**src/rtl/wb_scoreboard.sv**
```systemverilog
`default_nettype none
// ============================================================================
// Module   : wb_scoreboard
// Purpose  : Per-register pending-write scoreboard with RAW/saturation stall
//            and a flush drain state.
// Revision : 1.0
// ============================================================================
module wb_scoreboard (
    input  logic       clk,
    input  logic       rst,
    input  logic       issue_valid,
    input  logic       issue_regw,
    input  logic [4:0] issue_rd,
    input  logic       rs1_used,
    input  logic       rs2_used,
    input  logic [4:0] rs1,
    input  logic [4:0] rs2,
    input  logic       wb_regw,
    input  logic [4:0] wb_rd,
    input  logic       flush,
    output logic       stall,
    output logic       issue_ack,
    output logic       busy_any,
    output logic       err
);

    localparam logic [1:0] CNT_MAX = 2'd3;

    typedef enum logic [0:0] {
        RUN   = 1'b0,
        DRAIN = 1'b1
    } state_t;

    state_t     state_q, state_d;
    logic [1:0] cnt_q [0:31];
    logic [1:0] cnt_d [0:31];
    logic [6:0] total_q, total_d;
    logic       busy_q, busy_d;
    logic       err_q, err_d;

    logic       haz_rs1, haz_rs2, haz_rd;
    logic       wb_live, inc, dec, wb_bad, same_reg;

    assign wb_live = wb_regw && (wb_rd != 5'd0);

    // A source whose last pending write retires this cycle is bypassed by the
    // write-through register file, so it is not a hazard.
    always_comb begin
        haz_rs1 = rs1_used && (rs1 != 5'd0) && (cnt_q[rs1] != 2'd0) &&
                  !((cnt_q[rs1] == 2'd1) && wb_regw && (wb_rd == rs1));
        haz_rs2 = rs2_used && (rs2 != 5'd0) && (cnt_q[rs2] != 2'd0) &&
                  !((cnt_q[rs2] == 2'd1) && wb_regw && (wb_rd == rs2));
        haz_rd  = issue_regw && (issue_rd != 5'd0) && (cnt_q[issue_rd] == CNT_MAX) &&
                  !(wb_regw && (wb_rd == issue_rd));
    end

    assign stall     = issue_valid && (haz_rs1 || haz_rs2 || haz_rd || flush ||
                                       (state_q == DRAIN));
    assign issue_ack = issue_valid && !stall;

    assign inc      = issue_ack && issue_regw && (issue_rd != 5'd0);
    assign dec      = wb_live && (cnt_q[wb_rd] != 2'd0);
    assign wb_bad   = wb_live && (cnt_q[wb_rd] == 2'd0);
    assign same_reg = (issue_rd == wb_rd);

    always_comb begin
        for (int i = 0; i < 32; i++) begin
            cnt_d[i] = cnt_q[i];
        end
        if (inc && !(dec && same_reg)) begin
            cnt_d[issue_rd] = cnt_q[issue_rd] + 2'd1;
        end
        if (dec && !(inc && same_reg)) begin
            cnt_d[wb_rd] = cnt_q[wb_rd] - 2'd1;
        end
        cnt_d[0] = 2'd0;

        total_d = total_q;
        if (inc && !dec) begin
            total_d = total_q + 7'd1;
        end else if (dec && !inc) begin
            total_d = total_q - 7'd1;
        end

        busy_d = (total_d != 7'd0);
        err_d  = err_q || wb_bad;
    end

    always_comb begin
        state_d = state_q;
        case (state_q)
            RUN:     if (flush) state_d = DRAIN;
            DRAIN:   if ((total_q == 7'd0) && !flush) state_d = RUN;
            default: state_d = RUN;
        endcase
    end

    always_ff @(posedge clk) begin
        if (rst) begin
            for (int i = 0; i < 32; i++) begin
                cnt_q[i] <= 2'd0;
            end
            total_q <= 7'd0;
            busy_q  <= 1'b0;
            err_q   <= 1'b0;
            state_q <= RUN;
        end else begin
            for (int i = 0; i < 32; i++) begin
                cnt_q[i] <= cnt_d[i];
            end
            total_q <= total_d;
            busy_q  <= busy_d;
            err_q   <= err_d;
            state_q <= state_d;
        end
    end

    assign busy_any = busy_q;
    assign err      = err_q;

endmodule
`default_nettype wire

```
**config.mk**
```make
export PLATFORM = sky130hd
export DESIGN_NAME = wb_scoreboard
export DESIGN_NICKNAME = d
export VERILOG_FILES = /design/src/rtl/wb_scoreboard.sv
export SDC_FILE = /design/constraint.sdc
export NUM_CORES = 1
export LEC_CHECK = 0
export CORE_MARGIN = 1.5
export CORE_UTILIZATION = 47
export DETAILED_ROUTE_END_ITERATION = 8
export SETUP_SLACK_MARGIN = 0.3
export SLEW_MARGIN = 20
export SYNTH_ARGS = -nofsm -noshare
export SYNTH_HDL_FRONTEND = slang
export SYNTH_SLANG_ARGS = --single-unit
```
**constraint.sdc**
```tcl
create_clock -name clk -period 6.5 [get_ports clk]
set_input_delay 1.3 -clock clk [delete_from_list [all_inputs] [get_ports clk]]
set_output_delay 1.3 -clock clk [all_outputs]
set_load 0.005 [all_outputs]
```
==> reports/summary.md, run 1 <==
The number of design rule violations left after detail routing was 0. Leaving out fill and tap cells, the most frequent cell in the layout is dfxtp_1. The tools report the number of iterations in the first detailed-routing pass as 7.

The ratio of final minimum period to clock period is 0.923, and the vertical extent of the die is 120 um. Sequential-to-total area share from yosys stat: 0.223. The startpoint-to-endpoint class of the critical path is in -> out. The logs give 0 for the max-capacitance violation count and 6900 um^2 for the placed standard-cell area. The region available for standard cell placement spans 13,300 um^2.

The violation count after the first detailed-route iteration is 1,104. The logs give 0.342 for the total global-route track usage and 72 for the number of distinct library cells after synthesis. When the netlist entered floorplanning its net count stood at 719.

Clock tree synthesis inserted a total of 9 buffers. For the final count of hold timing violations, the log shows 0. The critical path goes through clkdlybuf4s50_1 -> buf_4 -> buf_4 -> mux4_2 -> mux4_2 -> mux2_2 -> ha_1 -> o2111a_1 -> nor4_2 -> nand3_1 -> nor2_1 -> clkdlybuf4s50_1. The filler cells instantiated in the layout total 1,226. In this run the power density over the cells is 159 nW/um^2. The via count of the first global-routing pass was 6,283. For the final routed database, the setup TNS stands at 0 ns.

The number of buffers and inverters on the critical path is 4. Setup repair after global routing left no endpoint under its margin. In this run the core area contains 42 standard-cell rows. The buffer levels on the longest clock path was 2. The run gives 7250 um^2 as the finished layout cell area. In the layout the commonest cells are dfxtp_1, mux4_2, nand2_1.

STA classifies the critical path endpoint as an output port. Layout overhead on the synthesized area: 11.9%. The most used flip-flop cell after synthesis is dfxtp_1. The tools report the worst-case headroom to the max-slew limit as 0.308. The tools report the cell count after placement as 847. Final period demand of the worst path: 6.00 ns. The cell with the largest stage delay on the worst path was clkdlybuf4s50_1.

The number of antenna diodes in the final layout is 0. The share of synthesized registers carrying an async set or reset is 0. Entering global routing, the biggest net connects 73 pins.

Dividing the detail-routed via count by the number of cells gives 7.55. The number of enable-type register cells in the synthesized netlist was 0; the initial cell density of the core was 0.485. The number of instances in the synthesized netlist is 686, and the number of slew-limit violations in the final report is 0. The finished layout holds 865 standard cells, fillers aside. The setup violation total in the final timing report came out at 0. Timing would allow up to 167 MHz.

The total number of H-tree levels was 3; the maximum ir drop on the vdd rail was 0.0000993 V. At the pin with the least slew margin, the transition time is 1.04 ns. Post-detailed-route count of antenna-violating nets: 0.

The run gives 72 as the clock sink total. The post-CTS clock slew at the launch and capture registers of the worst setup and hold paths is 0.06 ns. The min-delay analysis places its worst path in the category reg -> reg. The share of final-layout standard cells stronger than drive strength 1 works out to 0.209.

Routability-driven placement finished with a final weighted congestion of 1.02. The HPWL after detailed placement is 17,900 um. TritonCTS built the clock tree. The flow ran to the end, and the final reports show no timing, DRC or antenna violations. In this run the cell area of the synthesized design comes to 6470 um^2.

Along the worst path, the maximum fanout reaches 14. Input and output buffers added on the ports amount to 31. Hold timing on the final database bottoms out at a slack of 0.473 ns. The layout net count was 717; the count of state elements after synthesis was 72.

The tools report the kind of launch point of the worst setup path as a primary input. The area of the die came out at 14,500 um^2. The overall via count from detail_route came out at 6,535. The logs give 2.44 nW for the standby leakage power and 37,000 um for the wire length of the first global-routing pass. In this run the clock root is driven by a clkbuf_16. The worst-case clock skew was 0.00593 ns; the post-synthesis average cell area was 9.44 um^2. The logs give 0 for the residual overflow from global routing and 32 for the count of boundary I/O pins. The aggregate routed wire length was 24,300 um; the total of hold buffers inserted after clock tree synthesis was 0. The tools report the number of antenna violations at the first check in global routing as 0. The largest stage delay on the critical path works out to 0.51 ns. The required time of the worst setup path is 5.20 ns, and the floorplan die width is 120 um.

On the critical path the largest part of the delay comes from buffers and inverters. In the final routed layout, each cell accounts on average for 28.1 um. Latest clock arrival within the worst-skew pair: 0.35 ns. Data on the critical path arrives at its endpoint at 4.70 ns. During synthesis, Yosys emitted a total of 0 warnings.
## logic make-up (layout without fill, tap and decap cells)
family                     count (synthesis)  in the layout  synth area share
and+or+nand+nor                          215            215             0.178
adders and majority gates                  5              5           0.00966
AOI/OAI and AO/OA                        168            168             0.213
muxes                                    111            111             0.284
xor gates and xnor gates                  18             18            0.0244
buffers and inverters                     97            100            0.0678
DFF                                       72             72             0.223
## layer usage
layer	global-route usage	routed length (um)
met5	0	0
met3	0.0953	3070
met2	0.513	10800
met1	0.450	9350
met4	0.172	1070
## area by class of cell
type                       instances  area, um^2  share of cell area
multi-input combinational        517        4610               0.636
sequential                        72        1440               0.199
timing repair buffer              69         623              0.0860
clock buffer                      11         243              0.0335
tap                              176         220              0.0304
clock inverter                     5        56.3             0.00777
inverter                          15        56.3             0.00777
## power by group
part | total (mW) | switching (mW) | internal (mW)
clock network | 0.509 | 0.203 | 0.307
logic | 0.196 | 0.116 | 0.0806
registers | 0.450 | 0.00425 | 0.446
## cell usage after synthesis (all sizes together) (4+ instances only)
library cell / n / share of area
and3: 10 / 0.0097
nand4: 10 / 0.011
xnor2: 7 / 0.0095
and2: 17 / 0.016
nand3: 36 / 0.030
inv: 15 / 0.0087
dfxtp: 72 / 0.22
nor2b: 16 / 0.015
nor3: 10 / 0.0077
a221oi: 40 / 0.058
a222oi: 16 / 0.025
nand2b: 4 / 0.0039
nand2: 53 / 0.031
or3: 4 / 0.0039
a21oi: 7 / 0.0054
mux4: 57 / 0.20
mux2i: 43 / 0.066
buf: 30 / 0.029
a211oi: 29 / 0.034
a22o: 5 / 0.0068
xor2: 11 / 0.015
a32oi: 4 / 0.0054
mux2: 11 / 0.019
o211ai: 5 / 0.0058
nor2: 30 / 0.018
a22oi: 14 / 0.017
nor4: 10 / 0.011
clkbuf: 52 / 0.030
o21ai: 12 / 0.0093
ha: 5 / 0.0097
a31oi: 10 / 0.0097
## worst paths after layout
kind / from / end / slack [ns] / cells past startpoint
min: err / err / 0.47 / 2
min reg2reg: err / err / 0.47 / 2
max: issue_rd[1] / issue_ack / 0.50 / 12
max reg2reg: cnt_q[23][0] / cnt_q[28][0] / 2.16 / 12
## through the flow
| stage | total power [mW] | util | setup slack (ns) |
|---|---|---|---|
| finish | 1.16 | 0.543 | 0.501 |
| global route | 1.19 | 0.543 | 0.353 |
| CTS | 1.15 | 0.540 | 0.306 |
| detailed placement | 0.647 | 0.517 | 0.260 |
| global placement | 0.645 | 0.517 | 0.289 |
| floorplan | 0.584 | - | 0.350 |
## flip-flops by register name, indices dropped and copies added (netlist names)
register,count
cnt_q,62
total_q,7
busy_any,1
err,1
state_q,1
## what timing repair did
action                     CTS  global route
resized for setup            1             1
buffers inserted             0             1
gates cloned                 0             1
setup endpoints to repair    1             1
pin swaps                    1             0
## tightest hold or removal path: cells and delay by family, from the launching register on
family | cells | cell delay, ns
DFF | 1 | 0.33
AOI/OAI and AO/OA | 1 | 0.04
and+or+nand+nor | 1 | 0.07
Note: power is estimated with default switching activity, not from simulation.
==> run 2, diff against run 1 <==
- CTS_CLUSTER_SIZE: unset -> 28
- SKIP_CTS_REPAIR_TIMING: unset -> 1
- SLEW_MARGIN: 20 -> unset
==> run 2 against run 1 <==
  * Flip-flop and latch count unchanged
  * Non-clock buffer count decreased by 1
  * Design area hardly changed
  * Die area did not move
  * Critical path depth stayed put
  * Sequential power is essentially flat
  * Clock skew grew 0.0046 ns
==> reports/summary.md, run 2 (same netlist as run 1, synthesis figures left out) <==
The flow ran to the end, and the final reports show no timing, DRC or antenna violations. The worst register-to-register path ends at cnt_q[22][1]. For the worst setup slack before clock tree synthesis, the log shows 0.260 ns (unchanged).

The data arrival at the endpoint of the critical path is 4.72 ns (+0.02 ns). In the layout the commonest cells are dfxtp_1, mux4_2, nand2_1. For the maximum frequency from static timing analysis, the log shows 166 MHz (-0.37%). STA classifies the critical path startpoint as a primary input. The library cell used most frequently in the layout, excluding fill and tap cells, is dfxtp_1. The ratio of final minimum period to clock period works out to 0.926 (+0.00345). The count of input and output buffers was 31 (unchanged); the number of design rule violations left after detail routing was 0 (unchanged).

The layout net count was 716 (-0.14%). The register bank with the most flops was cnt_q. The final-layout worst hold slack is 0.471 ns (-0.00258 ns), and the placed standard-cell area is 6900 um^2 (unchanged).

The post-detailed-placement half-perimeter wirelength is 17,900 um (unchanged). The logs give 2 (unchanged) for the buffer levels on the longest clock path and 0.0105 ns (+0.00459 ns) for the worst-case clock skew. The final period demand of the worst path came out at 6.02 ns (+0.0225 ns).

The total power after layout was 1.16 mW (+0.22%). The total number of H-tree levels came out at 3 (unchanged). The run gives 0 (unchanged) as the max-capacitance violation count. In this run the critical register-to-register path is launched from cnt_q[3][0]. The peak fanout along the critical path was 14 (unchanged); the latest clock arrival within the worst-skew pair was 0.36 ns (about the same).

The cell count after placement came out at 847 (unchanged). TritonCTS built the clock tree. The run gives 0.207 (-0.102) as the worst-case headroom to the max-slew limit. The largest registers in the layout are cnt_q: 62 flops, total_q: 7 flops. The number of flip-flops in the largest register came out at 62 (unchanged). The endpoint type of the worst setup path was an output port.

The logs give 72 (unchanged) for the clock sink total and 0.485 (unchanged) for the initial cell density of the core. The routability congestion estimate came out at 1.02 (unchanged). The power per cell area came out at 160 nW/um^2 (+0.17%). The tools report the last element of the critical path as issue_ack.

Aggregate routed wire length: 24,200 um (-0.46%). The transition time at the pin with the least slew margin came out at 1.19 ns (+0.152 ns). The standby leakage power was 2.44 nW (about the same); the finished layout cell area was 7250 um^2 (about the same).

The run gives 0.0000994 V (about the same) as the maximum ir drop on the vdd rail. The violation count after the first detailed-route iteration is 1,125 (+1.9%). The worst setup path is of the in -> out kind. The setup total negative slack was 0 ns (unchanged); the share of the core filled with cells was 0.543 (about the same). Residual overflow from global routing: 0 (unchanged). The number of rows created at floorplan was 42 (unchanged); the setup slack of the worst register-to-register path was 2.02 ns (-0.14 ns). For the wire length of the first global-routing pass, the log shows 36,900 um (about the same). The total CTS buffers was 9 (unchanged); the routed length per placed instance was 28.0 um (-0.34%). The count of boundary I/O pins was 32 (unchanged); the largest net degree at the start of global routing was 73 (unchanged). Worst hold path class: reg -> reg.

The final setup slack of the worst path came out at 0.479 ns (-0.0225 ns). The logs give 0 (unchanged) for the number of antenna repair diodes and 0 (unchanged) for the final count of hold timing violations. Floorplan die width: 120 um (unchanged). The buffer cell driving the clock tree root is clkbuf_16. For the via count of the first global-routing pass, the log shows 6,270 (-0.21%). Layout overhead on the synthesized area: 12.0% (about the same). The number of iterations in the first detailed-routing pass is 7 (unchanged), and the overall via count from detail_route is 6,473 (-0.95%). The share of final-layout standard cells stronger than drive strength 1 came out at 0.208 (-0.00115). The logs give 0 (unchanged) for the post-detailed-route count of antenna-violating nets and 13,300 um^2 (unchanged) for the area of the core. The logs give 864 (-0.12%) for the count of non-filler cells in the finished layout and 0 (unchanged) for the setup violation total in the final timing report. The required time of the worst setup path was 5.20 ns (about the same); the total global-route track usage was 0.341 (about the same).

Setup repair after global routing left no endpoint under its margin. The number of slew-limit violations in the final report was 0 (unchanged); the depth of the worst register-to-register path was 12 (unchanged). The run gives 0 (unchanged) as the number of antenna violations at the first check in global routing.

Launching element of the worst setup path: issue_rd[1]. The vertical extent of the die is 120 um (unchanged), and the post-CTS clock slew at the launch and capture registers of the worst setup and hold paths is 0.06 ns (about the same). The area of the die was 14,500 um^2 (unchanged).

The post-detailed-route via-to-cell ratio works out to 7.49 (-0.83%).
## run 2: cell types whose count changed in the layout (fill, tap and decap cells not counted)
| cell | before | now |
|---|---|---|
| buf_4 | 36 | 35 |
| nand3_1 | 35 | 34 |
| nand3_2 | 0 | 1 |
| nor2b_1 | 15 | 16 |
| nor2b_2 | 1 | 0 |
| nor4_2 | 2 | 1 |
| nor4_4 | 0 | 1 |
## run 2: final cells by class
type,instances,area [um^2]
clock buffers,11,243
clock inverters,5,56.3
fillers,1223,6100
inverters,15,56.3
multi-input cells,517,4620
flip-flops and latches,72,1440
well taps,176,220
repair buffers,68,616
## run 2: metal layers
layer	vias to the layer above	track usage	wire length, um
met5	-	0	0
met3	78	0.0953	2950
li1	2744	-	-
met1	3176	0.451	9400
met4	0	0.172	1060
met2	475	0.513	10800
## run 2: worst min path at each step
stage | cells after the start | slack [ns] | from | end
after global placement | 2 | 0.46 | state_q | state_q
after global routing | 2 | 0.50 | err | err
after detailed placement | 2 | 0.47 | err | err
final | 2 | 0.47 | err | err
after floorplan | 2 | 0.44 | state_q | state_q
after CTS | 2 | 0.48 | err | err
## run 2: report_power, final
| part | internal (mW) | switching (mW) |
|---|---|---|
| sequential | 0.446 | 0.00427 |
| combinational | 0.0804 | 0.116 |
| clock | 0.307 | 0.205 |
| total | 0.833 | 0.325 |
## run 2: critical path: stages
cell and delay [ns]:
clkdlybuf4s50_1 0.51, buf_4 0.21, buf_4 0.22, mux4_2 0.32
mux4_2 0.47, mux2_2 0.27, ha_1 0.19, o2111a_1 0.16
nor4_4 0.26, nand3_2 0.15, nor2_1 0.14, clkdlybuf4s50_1 0.51
==> run 3, diff against run 2 <==
- MAX_ROUTING_LAYER: unset -> met4
- clock period: 6.5 -> 6.7 ns (I/O delays scaled with it)
==> run 3 against run 2 <==
  * Routed wire length fell by 2.1%
  * Worst setup slack improved by 0.00069 ns
  * Count of clock-buffer cells in the layout fell by 1
  * Via count fell by 0.96%
  * Combinational power fell by 5%
  * Critical path type unchanged
  * Largest cell class unchanged
  * Register-to-register slack improved by 0.34 ns
  * Flip-flop and latch count did not move
==> reports/summary.md, run 3 (same netlist as run 1, synthesis figures left out) <==
The worst-case headroom to the max-slew limit came out at 0.303 (+0.0963). The run gives 6,026 (-3.9%) as the via count of the first global-routing pass. The worst hold path class was reg -> reg. Post-detailed-route count of antenna-violating nets: 0 (unchanged).

The logs give 0 (unchanged) for the number of antenna violations at the first check in global routing and 0 (unchanged) for the max-capacitance violation count. The standby leakage power is 2.39 nW (-1.9%), and the post-detailed-route via-to-cell ratio is 7.46 (-0.38%). The logs give 0 (unchanged) for the final count of hold timing violations and 0.35 ns (about the same) for the latest clock arrival within the worst-skew pair. The floorplan die width was 120 um (unchanged). The final period demand of the worst path works out to 6.22 ns. The number of iterations in the first detailed-routing pass was 8 (+1). The transition time at the pin with the least slew margin was 1.04 ns (-0.144 ns); the area of the core was 13,300 um^2 (unchanged).

Ranked by flip-flop count, first place goes to cnt_q. The combinational fraction of design power is 0.170 (about the same). Destination of the worst register-to-register timing path: cnt_q[16][0]. The switching fraction of total power came out at 0.296 (+0.0155). For the number of design rule violations left after detail routing, the log shows 0 (unchanged).

Setup repair after global routing left no endpoint under its margin. The footprint of the flip-flops and latches was 1440 um^2 (unchanged); the initial cell density of the core was 0.485 (unchanged). The tools report the clock share of power as 0.433 (-0.009). The library cells used most frequently in the layout, excluding fill and tap cells, are dfxtp_1, mux4_2, nand2_1. The startpoint identified for the worst register-to-register timing path is cnt_q[18][0]. The logs give 0 (unchanged) for the setup violation total in the final timing report and 0.325 mW (about the same) for the net switching component of the power.

The total of fill cells in the finished design is 1,232 (+0.74%), and the maximum frequency from static timing analysis is 161 MHz. The maximum ir drop on the vdd rail is 0.000140 V (+41%), and the share of final-layout standard cells stronger than drive strength 1 is 0.204 (-0.00433). STA classifies the critical path startpoint as a primary input.

For the post-detailed-placement half-perimeter wirelength, the log shows 17,500 um (-2.5%). The largest registers in the layout are cnt_q: 62 flops, total_q: 7 flops. The wire length of the first global-routing pass came out at 36,300 um (-1.7%). Startpoint-to-endpoint class of the critical path: in -> out. The power per cell area was 153 nW/um^2 (-4.3%); the area used by multi-input combinational logic was 4620 um^2 (unchanged). The run gives 6,411 (-0.96%) as the overall via count from detail_route.

The buffer levels on the longest clock path is 2 (unchanged), and the placed standard-cell area is 6870 um^2 (-0.43%). For the setup slack of the worst register-to-register path, the log shows 2.36 ns (+0.34 ns). The violation count after the first detailed-route iteration came out at 946 (-16%).

Number of slew-limit violations in the final report: 0 (unchanged). Setup total negative slack: 0 ns (unchanged). The ratio of final minimum period to clock period works out to 0.928. The tools report the total global-route track usage as 0.345 (+0.00349). The count of input and output buffers works out to 31 (unchanged). The run gives 7190 um^2 (-0.90%) as the finished layout cell area. The depth of the worst register-to-register path was 12 (unchanged); the vertical extent of the die was 120 um (unchanged). For the internal power, the log shows 0.773 mW (-7.2%). The number of flip-flops in the largest register works out to 62 (unchanged). Launching element of the worst setup path: issue_rd[0]. The worst setup path is captured at an output port. The layout overhead on the synthesized area was 11.0%. The most critical setup path has its endpoint at issue_ack. The run gives 0.397 (+0.008) as the relative contribution of sequential cells to total power. The worst-case clock skew is 0.00793 ns (-0.00259 ns), and the number of rows created at floorplan is 42 (unchanged). Residual overflow from global routing: 0 (unchanged).

The routed length per placed instance came out at 27.6 um (-1.5%). TritonCTS built the clock tree. The data arrival at the endpoint of the critical path was 4.88 ns (+0.16 ns). The root buffer cell chosen for the clock tree is clkbuf_16. The required time of the worst setup path is 5.36 ns (+0.16 ns). The flow ran to the end, and the final reports show no timing, DRC or antenna violations. For the area of the die, the log shows 14,500 um^2 (unchanged). The run gives 0 (unchanged) as the number of antenna repair diodes. The largest net degree at the start of global routing was 73 (unchanged). The count of boundary I/O pins is 32 (unchanged). The run gives 9 (unchanged) as the total CTS buffers.

The logs give 72 (unchanged) for the clock sink total and 1.03 (+0.95%) for the routability congestion estimate. For the total power after layout, the log shows 1.10 mW (-5.1%). Startpoint of the most critical hold path: err.

The total number of H-tree levels is 3 (unchanged), and the aggregate routed wire length is 23,700 um (-2.1%). The peak fanout along the critical path came out at 25 (+11). Leaving out fill and tap cells, the most frequent cell in the layout is dfxtp_1.

The final-layout worst hold slack was 0.488 ns (+0.0171 ns); the layout net count was 711 (-0.70%). The post-CTS clock slew at the launch and capture registers of the worst setup and hold paths is 0.06 ns (about the same).
run 3: cell count changes in the layout (fill, tap and decap cells not counted):
cell | previous run | this run
buf_4 | 35 | 31
clkinv_2 | 2 | 0
bufinv_16 | 1 | 0
clkbuf_1 | 1 | 0
clkbuf_16 | 10 | 9
clkdlybuf4s50_1 | 29 | 30
clkinv_4 | 1 | 2
clkinvlp_4 | 1 | 2
dlymetal6s2s_1 | 1 | 0
inv_6 | 0 | 1
inv_8 | 0 | 1
run 3: cell type report:
class                           instances  area share
Tap cell                              176      0.0306
Inverter                               15     0.00784
Clock buffer                           10      0.0333
Multi-Input combinational cell        517       0.643
Sequential cell                        72       0.201
Timing Repair Buffer                   63      0.0777
Clock inverter                          6     0.00731
run 3: worst min-delay path by stage:
stage	end	slack, ns	cells after the start
4_1_cts	err	0.48	2
3_3_place_gp	state_q	0.46	2
5_1_grt	err	0.52	2
3_5_place_dp	err	0.47	2
6_report	err	0.49	2
2_1_floorplan	state_q	0.44	2
run 3: stage by stage:
| stage | util | instances | setup slack (ns) |
|---|---|---|---|
| after global placement | 0.515 | 843 | 0.392 |
| after global routing | 0.538 | 859 | 0.321 |
| final | 0.538 | 859 | 0.479 |
| after floorplan | - | 686 | 0.470 |
| after CTS | 0.537 | 859 | 0.294 |
| after detailed placement | 0.515 | 843 | 0.315 |
run 3: critical path, stage by stage:
cell	delay (ns)
clkdlybuf4s50_1	0.51
buf_12	0.20
mux4_2	0.52
mux4_2	0.49
mux2i_1	0.18
inv_1	0.15
ha_1	0.24
o2111a_1	0.16
nor4_4	0.26
nand3_2	0.16
nor2_1	0.15
clkdlybuf4s50_1	0.51
run 3: metal layers:
metal,routed length [um],vias to the layer above,global-route usage
met1,9170,3150,0.442
met5,0,-,-
li1,-,2737,-
met3,3000,72,0.0991
met2,10700,452,0.517
met4,852,0,0.137
run 3: power by group through the flow:
| stage | combinational (mW) | sequential (mW) | clock, mW |
|---|---|---|---|
| 2_1_floorplan | 0.122 | 0.445 | 0 |
| 3_3_place_gp | 0.178 | 0.446 | 0 |
| 3_5_place_dp | 0.180 | 0.446 | 0 |
| 4_1_cts | 0.181 | 0.436 | 0.482 |
| 5_1_grt | 0.198 | 0.437 | 0.498 |
| 6_report | 0.186 | 0.437 | 0.476 |
